## src/rtl/rv_test_monitor.sv

```systemverilog
// riscv-tests self-check monitor: shadows done/result/testnum regfile writes and issues a sticky verdict.
// Latency: a verdict flag rises SETTLE_CYCLES+1 cycles after the done write; timeout_o rises one cycle after watchdog expiry.
// Backpressure: none; passive snoop of the regfile write port, never stalls the core.
module rv_test_monitor #(
  parameter int                XLEN           = 32,
  parameter int                DONE_REG       = 26,
  parameter int                PASS_REG       = 27,
  parameter int                TNUM_REG       = 3,
  parameter logic [XLEN-1:0]   DONE_VAL       = {{(XLEN-1){1'b0}}, 1'b1},
  parameter logic [XLEN-1:0]   PASS_VAL       = {{(XLEN-1){1'b0}}, 1'b1},
  parameter int                SETTLE_CYCLES  = 10,
  parameter int                TIMEOUT_CYCLES = 0,
  parameter int                CNT_W          = 32
) (
  input  logic             clk,
  input  logic             rst,
  input  logic             reg_we_i,
  input  logic [4:0]       reg_waddr_i,
  input  logic [XLEN-1:0]  reg_wdata_i,
  output logic             done_o,
  output logic             pass_o,
  output logic             fail_o,
  output logic             timeout_o,
  output logic [XLEN-1:0]  testnum_o,
  output logic [CNT_W-1:0] cycles_o
);

  typedef enum logic [2:0] {
    S_RUN,
    S_SETTLE,
    S_PASS,
    S_FAIL,
    S_TIMEOUT
  } state_t;

  localparam logic [4:0]  DONE_A      = 5'(DONE_REG);
  localparam logic [4:0]  PASS_A      = 5'(PASS_REG);
  localparam logic [4:0]  TNUM_A      = 5'(TNUM_REG);
  localparam logic [31:0] SETTLE_LAST = 32'(SETTLE_CYCLES - 1);
  localparam logic [31:0] TIMEOUT_LIM = 32'(TIMEOUT_CYCLES);

  state_t           state_q;
  logic [XLEN-1:0]  pass_sh_q;
  logic [XLEN-1:0]  tnum_q;
  logic [31:0]      settle_cnt_q;
  logic [31:0]      run_cnt_q;
  logic [CNT_W-1:0] cycles_q;
  logic             done_q;
  logic             pass_q;
  logic             fail_q;
  logic             timeout_q;

  logic             active;
  logic             pass_wr;
  logic             tnum_wr;
  logic             done_hit;
  logic             pass_ok;
  logic             wd_expire;
  logic [XLEN-1:0]  pass_d;
  logic [XLEN-1:0]  tnum_d;
  logic [CNT_W-1:0] cycles_d;

  // Decode snooped writes and next values of shadows and the cycle counter.
  // The done register is acted on only as an event, so it needs no stored copy.
  always_comb begin
    active    = (state_q == S_RUN) || (state_q == S_SETTLE);
    pass_wr   = active && reg_we_i && (reg_waddr_i == PASS_A);
    tnum_wr   = active && reg_we_i && (reg_waddr_i == TNUM_A);
    done_hit  = (state_q == S_RUN) && reg_we_i && (reg_waddr_i == DONE_A) &&
                (reg_wdata_i == DONE_VAL);
    pass_d    = pass_wr ? reg_wdata_i : pass_sh_q;
    tnum_d    = tnum_wr ? reg_wdata_i : tnum_q;
    // The verdict sees a result write landing on the very edge that ends SETTLE.
    pass_ok   = (pass_d == PASS_VAL);
    wd_expire = (TIMEOUT_CYCLES != 0) && ((run_cnt_q + 32'd1) == TIMEOUT_LIM);
    cycles_d  = cycles_q;
    if (active && (cycles_q != {CNT_W{1'b1}})) begin
      cycles_d = cycles_q + CNT_W'(1);
    end
  end

  // Verdict FSM, shadow registers, counters and registered status flags.
  always_ff @(posedge clk) begin
    if (rst) begin
      state_q      <= S_RUN;
      pass_sh_q    <= '0;
      tnum_q       <= '0;
      settle_cnt_q <= '0;
      run_cnt_q    <= '0;
      cycles_q     <= '0;
      done_q       <= 1'b0;
      pass_q       <= 1'b0;
      fail_q       <= 1'b0;
      timeout_q    <= 1'b0;
    end else begin
      pass_sh_q <= pass_d;
      tnum_q    <= tnum_d;
      cycles_q  <= cycles_d;
      // Flags trail the state by one cycle so they are clean register outputs.
      pass_q    <= (state_q == S_PASS);
      fail_q    <= (state_q == S_FAIL);
      timeout_q <= (state_q == S_TIMEOUT);
      done_q    <= (state_q == S_PASS) || (state_q == S_FAIL) || (state_q == S_TIMEOUT);
      case (state_q)
        S_RUN: begin
          run_cnt_q <= run_cnt_q + 32'd1;
          // A done write beats a watchdog expiry in the same cycle.
          if (done_hit) begin
            state_q      <= S_SETTLE;
            settle_cnt_q <= '0;
          end else if (wd_expire) begin
            state_q <= S_TIMEOUT;
          end
        end
        S_SETTLE: begin
          // Repeated done writes are ignored; the window never restarts.
          if (settle_cnt_q == SETTLE_LAST) begin
            state_q <= pass_ok ? S_PASS : S_FAIL;
          end else begin
            settle_cnt_q <= settle_cnt_q + 32'd1;
          end
        end
        default: begin
          state_q <= state_q;
        end
      endcase
    end
  end

  assign done_o    = done_q;
  assign pass_o    = pass_q;
  assign fail_o    = fail_q;
  assign timeout_o = timeout_q;
  assign testnum_o = tnum_q;
  assign cycles_o  = cycles_q;

endmodule
```

## config.mk

```make
export PLATFORM = sky130hd
export DESIGN_NAME = rv_test_monitor
export DESIGN_NICKNAME = d
export VERILOG_FILES = /design/src/rtl/rv_test_monitor.sv
export SDC_FILE = /design/constraint.sdc
export NUM_CORES = 1
export LEC_CHECK = 0
export ABC_AREA = 0
export CAP_MARGIN = 20
export CORE_ASPECT_RATIO = 1.1
export CORE_MARGIN = 1
export CORE_UTILIZATION = 35
export DETAILED_ROUTE_END_ITERATION = 16
export HOLD_SLACK_MARGIN = 0.03
export PLACE_DENSITY = 0.59
export SYNTH_ARGS = -nofsm -noshare
export SYNTH_HDL_FRONTEND = slang
export SYNTH_SLANG_ARGS = --single-unit
```

## constraint.sdc

```tcl
create_clock -name clk -period 6.6 [get_ports clk]
set_input_delay 1.98 -clock clk [delete_from_list [all_inputs] [get_ports clk]]
set_output_delay 1.98 -clock clk [all_outputs]
set_load 0.01 [all_outputs]
```

==> results of run 1 <==
-- registers in the layout, summed over array words and instances (netlist names) --
register	count
state_q	2
cycles_o	32
done_o	1
settle_cnt_q	32
pass_sh_q	32
testnum_o	32
pass_o	1
fail_o	1
-- per-stage QoR --
stage	instance area (sq um)	setup WS, ps	util [%]
4_1_cts	7550	2020	47.8
3_3_place_gp	6900	1620	43.7
5_1_grt	7580	1820	48.0
6_report	7580	1930	48.0
2_1_floorplan	5700	2650	-
3_5_place_dp	6900	1580	43.7
-- final timing paths --
check                                 start                             to  slack, ps  depth (start not counted)
setup / recovery            reg_wdata_i[13]  settle_cnt_q[31]$_SDFFE_PP0P_       1930                          7
hold / removal    testnum_o[8]$_SDFFE_PP0P_      testnum_o[8]$_SDFFE_PP0P_        450                          2
setup reg to reg    state_q[1]$_SDFFE_PP0P_  settle_cnt_q[11]$_SDFFE_PP0P_       3590                          6
hold reg to reg   testnum_o[8]$_SDFFE_PP0P_      testnum_o[8]$_SDFFE_PP0P_        450                          2
-- cell families after synthesis --
family                     count (synthesis)  share of synthesized area, %
and+or+nand+nor                          371                          30.6
DFF                                      133                          46.7
AOI/OAI and AO/OA                        107                          10.5
buffers and inverters                     51                          3.56
xor gates and xnor gates                  45                          6.91
muxes                                      5                         0.965
adders and majority gates                  3                         0.658
other                                      1                        0.0658
-- layer usage --
| metal | global-route usage, % | up-vias | part of all wire, % |
|---|---|---|---|
| met4 | 7.10 | 0 | 1.2 |
| met1 | 23.3 | 2508 | 46 |
| met3 | 4.91 | 15 | 4.4 |
| li1 | - | 2634 | - |
| met2 | 29.9 | 105 | 48 |
| met5 | 0 | - | 0 |
-- area by class of cell --
cell class	instances	area (sq um)
sequential	133	2660
clock inverter	6	138
fill	1507	8220
inverter	13	48.8
clock buffer	26	509
multi-input combinational	532	2850
timing repair buffer	111	1120
tap	200	250
-- cell usage after synthesis (2+ instances only) --
| cell | count |
|---|---|
| nor3b_1 | 3 |
| and2_1 | 5 |
| nor4b_1 | 4 |
| xor2_1 | 30 |
| dfxtp_1 | 133 |
| mux2_2 | 4 |
| xnor2_1 | 15 |
| o21ai_0 | 10 |
| o211ai_1 | 3 |
| buf_2 | 6 |
| and4_1 | 5 |
| a31oi_1 | 3 |
| a21oi_1 | 81 |
| clkbuf_1 | 31 |
| nand3_1 | 23 |
| nor2b_1 | 5 |
| nor4_1 | 25 |
| and3_1 | 8 |
| nand2_1 | 153 |
| nand4_1 | 27 |
| or4_1 | 2 |
| nor3_1 | 15 |
| nand2b_1 | 2 |
| or3_1 | 11 |
| o2111ai_1 | 2 |
| nor2_1 | 76 |
| ha_1 | 3 |
| inv_1 | 13 |
| or2_2 | 3 |
-- power groups by stage --
| stage | Clock [uW] | Sequential, uW | Combinational, uW |
|---|---|---|---|
| after floorplan | 0 | 831 | 25.1 |
| after global placement | 0 | 830 | 68.5 |
| after detailed placement | 0 | 831 | 69.5 |
| after CTS | 1050 | 813 | 69.9 |
| after global routing | 1080 | 814 | 75.9 |
| final | 1030 | 813 | 69.9 |
-- critical path, delay by kind of cell --
family                 cells  cell delay [ps]
AO/OA/AOI/OAI              2              750
AND/OR/NAND/NOR            3             1380
buffers and inverters      2              840
==> results.py, run 1 <==
metrics = {
    "place": {
        "gp_congestion": 0.775,
        "numPortBuffers": 106,
        "placed_cells": 988,
        "hpwl_mm": 10.0,
    },
    "synthesis": {
        "synthDistinctLibCells": 44,
        "synthesis.nets": 759,
        "synth_seq_cells": 133,
        "synth_seq_area_share_pct": 46.7,
        "synth_async_sr_flop_share_pct": 0,
        "synth_top_area_share_pct": 46.7,
        "synth_area_sq_um": 5700,
        "synth-edff-count": 0,
        "netlist_instances": 716,
        "ys.flop_type": "dfxtp_1",
        "avgSynthCellArea_sq_um": 7.96,
        "synth.area.top_cells": "dfxtp_1 47%, nand2_1 10%, a21oi_1 7.1%",
        "synth_warnings": 0,
        "synth_top_area_cell": "dfxtp_1",
    },
    "cells_and_area": {
        "area_growth_pct": 32.9,
        "instances_no_fill": 1021,
        "final_common_cell": "nand2_1",
        "final_cell_mix": "153 x nand2_1, 133 x dfxtp_1, 105 x clkdlybuf4s50_1",
        "nets": 851,
        "drive_above_1_share_pct": 5.60,
        "diodes": 0,
    },
    "global_route": {
        "grt_pass1_vias": 5014,
        "grt-ovfl-total": 0,
        "grt_max_degree": 103,
        "grt_pass1_wl_mm": 24.3,
        "antenna_found_initial": 0,
        "gr-usage-all-layers_pct": 18.5,
    },
    "timing": {
        "skew_ps": 7.44,
        "fin_setup_tns_ps": 0,
        "holdWs_ps": 452,
        "rsz0062_at_grt": "false",
        "tightest_slew_ps": 1090,
        "slew_headroom_pct": 26.5,
        "hold_viol": 0,
        "fin_crit_sh_pct": 70.8,
        "timing.fmax_mhz": 214,
        "slew_viol_final": 0,
        "fin_crit_ps": 4670,
        "setup_violations": 0,
    },
    "pwr": {
        "p_leak_uw": 0.00249,
        "p_per_area_nw_per_um2": 252,
        "ir_drop_mv": 0.138,
        "p_comb_share_pct": 3.7,
        "p_int_uw": 1530,
        "p_clk_share_pct": 53.7,
        "seq_power_share_pct": 42.6,
        "p_sw_share_pct": 20.1,
        "p_switching_uw": 383,
        "total_power_uw": 1910,
    },
    "floorplanning": {
        "ioPinCount": 108,
        "die-area_sq_um": 16800,
        "fp.dieH_microns": 136,
        "coreArea_sq_um": 15800,
        "die_w_microns": 124,
        "rows": 48,
        "start_util_pct": 36.1,
    },
    "clock_tree": {
        "clkLatencyLatePin_ps": 420,
        "cts_tree": "built",
        "cts_resized": 0,
        "clock_sinks": 133,
        "clk_path_buf_depth": 2,
        "cts_setup_buffers": 0,
        "numCtsBuffers": 17,
        "root_buffer": "clkbuf_16",
        "clk_pin_slew_ps": 60,
        "holdBufCountCts": 0,
        "htreeDepth": 4,
    },
    "drt": {
        "viasPerCell": 5.15,
        "ant_nets": 0,
        "dr.pass1.iters": 4,
        "wire_per_inst_microns": 14.4,
        "drt_iter0_drc": 285,
        "routed_wl_mm": 14.7,
        "num_vias": 5262,
        "drc_errors": 0,
    },
    "setup_path": {
        "cp_data_required_time_ps": 6890,
        "critPathKind": "in -> reg",
        "worstPathMaxFanout": 21,
        "arrival_ps": 4960,
        "startpoint_type": "input pin",
        "cp-end-kind": "register",
        "worstPathCellList": "clkdlybuf4s50_1, nor4_1, nand4_1, or2_2, o31ai_4, buf_4, a21oi_1",
        "crit_slowest_cell": "o31ai_4",
        "cp_slowest_stage_delay_ps": 690,
    },
    "min_path": {
        "hp-class": "reg -> reg",
    },
    "run": {
        "cap_viol_max_count": 0,
    },
    "status": {
        "status": "complete, no violations",
    },
}
(Power assumes the default switching activity.)
==> run 2: changes to the inputs <==
--- a/config.mk
+++ b/config.mk
@@ -12,7 +12,7 @@
 export CORE_UTILIZATION = 35
 export DETAILED_ROUTE_END_ITERATION = 16
 export HOLD_SLACK_MARGIN = 0.03
-export PLACE_DENSITY = 0.59
+export PLACE_DENSITY = 0.62
 export SYNTH_ARGS = -nofsm -noshare
 export SYNTH_HDL_FRONTEND = slang
 export SYNTH_SLANG_ARGS = --single-unit
==> constraint.sdc (replaced) <==
create_clock -name clk -period 4.15 [get_ports clk]
set_input_delay 1.245 -clock clk [delete_from_list [all_inputs] [get_ports clk]]
set_output_delay 1.245 -clock clk [all_outputs]
set_load 0.01 [all_outputs]
==> run 2 against run 1 <==
Compared with the run above:
- critical path depth did not move
- combinational power grew 63%
- utilization decreased by 0.78 points
- final area is 1.6% lower
- register-to-register slack got worse by 2000 ps
- flip-flop and latch count did not move
- clock power increased by 23%
- global-route usage shrank 0.68 points
- largest power group is now registers
- non-clock buffer count increased by 8
- worst setup slack lost 1300 ps
- die area did not move
==> results.py, run 2 (same netlist as run 1, synthesis figures left out) <==
metrics = {
    "timing": {
        "rsz0062_at_grt": "false",
        "setup_violations": 0,
        "skew_ps": 17.5,
        "slew_viol_final": 0,
        "fin_crit_ps": 3470,
        "tightest_slew_ps": 533,
        "timing.fmax_mhz": 288,
        "fin_setup_tns_ps": 0,
        "slew_headroom_pct": 64.5,
        "holdWs_ps": 451,
        "hold_viol": 0,
        "fin_crit_sh_pct": 83.7,
    },
    "setup_path": {
        "endpoint": "settle_cnt_q[3]$_SDFFE_PP0P_",
        "reg2reg_depth": 6,
        "path_depth": 7,
        "worstPathMaxFanout": 14,
        "worstPathCellList": "clkdlybuf4s50_1, nor4b_1, nand4_1, or2_2, o31ai_4, buf_4, nor2_1",
        "critPathLaunch": "reg_wdata_i[2]",
        "path_buf_inv": 2,
        "cp_slowest_stage_delay_ps": 490,
        "rr_startpoint": "state_q[1]$_SDFFE_PP0P_",
        "cp_data_required_time_ps": 4450,
        "cp_top_family": "simple AND/OR/NAND/NOR gates",
        "startpoint_type": "input pin",
        "cp-end-kind": "register",
        "reg2reg_slack_ps": 1590,
        "crit_slowest_cell": "clkdlybuf4s50_1",
        "critPathKind": "in -> reg",
        "arrival_ps": 3770,
        "r2r-end": "settle_cnt_q[31]$_SDFFE_PP0P_",
    },
    "floorplanning": {
        "ioPinCount": 108,
        "start_util_pct": 36.1,
        "die-area_sq_um": 16800,
        "die_w_microns": 124,
        "fp.dieH_microns": 136,
        "rows": 48,
        "coreArea_sq_um": 15800,
    },
    "drt": {
        "drc_errors": 0,
        "drt_iter0_drc": 320,
        "viasPerCell": 5.09,
        "ant_nets": 0,
        "wire_per_inst_microns": 14.2,
        "routed_wl_mm": 14.6,
        "num_vias": 5207,
        "dr.pass1.iters": 4,
    },
    "place": {
        "hpwl_mm": 10.1,
        "gp_congestion": 0.736,
        "numPortBuffers": 106,
    },
    "status": {
        "status": "complete, no violations",
    },
    "pwr": {
        "p_leak_uw": 0.00244,
        "p_per_area_nw_per_um2": 359,
        "ir_drop_mv": 0.242,
    },
    "clock_tree": {
        "numCtsBuffers": 17,
        "holdBufCountCts": 0,
        "cts_tree": "built",
        "cts_resized": 0,
        "clk_path_buf_depth": 2,
        "cts_setup_buffers": 0,
        "clkLatencyLatePin_ps": 420,
        "htreeDepth": 4,
        "clock_sinks": 133,
        "root_buffer": "clkbuf_16",
        "clk_pin_slew_ps": 50,
    },
    "cells_and_area": {
        "drive_above_1_share_pct": 6.08,
        "final_common_cell": "nand2_1",
        "post-route-util_pct": 47.2,
        "fillers": 1583,
        "area_growth_pct": 30.7,
        "final_cell_mix": "153 x nand2_1, 133 x dfxtp_1, 105 x clkdlybuf4s50_1",
        "nets": 859,
        "diodes": 0,
    },
    "global_route": {
        "antenna_found_initial": 0,
        "grt_pass1_vias": 4705,
        "grt-ovfl-total": 0,
        "gr-usage-all-layers_pct": 17.8,
        "grt_max_degree": 45,
        "grt_pass1_wl_mm": 23.4,
    },
    "run": {
        "cap_viol_max_count": 0,
    },
    "min_path": {
        "hp-class": "reg -> reg",
    },
}
==> run 2: cell types whose count changed in the layout (fill, tap and decap cells not counted), moves of 2 or more <==
cell       before  now
clkinv_2        0    4
buf_4           5   14
clkbuf_1        4    2
clkbuf_8        5    1
bufinv_16       4    0
==> run 2: routing by layer <==
metal	global-route usage (%)	part of all wire [%]	vias to the layer above
li1	-	-	2660
met1	24.0	48	2443
met2	27.1	47	88
met3	3.73	4.4	16
met4	8.23	1.4	0
met5	0	0	-
==> run 2: metrics by stage <==
stage,cell area [sq um],worst slack [ps],std cells,total power (uW)
6_report,7450,676,1023,2680
3_3_place_gp,6970,226,997,1430
2_1_floorplan,5700,938,716,1360
3_5_place_dp,6970,234,997,1430
5_1_grt,7450,468,1023,2760
4_1_cts,7450,679,1023,2710
==> run 2: cell type report <==
cell class | instances | area, sq um | area share, %
inverters | 13 | 48.8 | 0.655
clock inverters | 6 | 36.3 | 0.487
multi-input cells | 532 | 2850 | 38.3
flip-flops and latches | 133 | 2660 | 35.7
repair buffers | 119 | 1160 | 15.5
well taps | 200 | 250 | 3.36
clock buffers | 20 | 447 | 5.99
==> run 2: how the worst min path moves through the flow <==
stage	start	end	depth (start not counted)
CTS	pass_sh_q[3]$_SDFF_PP0_	pass_sh_q[3]$_SDFF_PP0_	2
floorplan	pass_sh_q[0]$_SDFF_PP0_	pass_sh_q[0]$_SDFF_PP0_	2
global placement	pass_sh_q[31]$_SDFF_PP0_	pass_sh_q[31]$_SDFF_PP0_	2
finish	pass_sh_q[21]$_SDFF_PP0_	pass_sh_q[21]$_SDFF_PP0_	2
global route	pass_sh_q[31]$_SDFF_PP0_	pass_sh_q[31]$_SDFF_PP0_	2
detailed placement	pass_sh_q[3]$_SDFF_PP0_	pass_sh_q[3]$_SDFF_PP0_	2
==> run 2: report_power, final <==
group / switching, uW / leakage (uW) / internal, uW / total, uW
Clock: 519 / 0.000239 / 752 / 1270
Combinational: 57.8 / 0.00113 / 55.7 / 114
Sequential: 8.35 / 0.00107 / 1290 / 1290
Total: 585 / 0.00244 / 2090 / 2680
==> run 2: worst min-delay path, cell delays in order, from the launching register on <==
cell and delay (ps):
dfxtp_1 300, nand2_1 50, a21oi_1 50
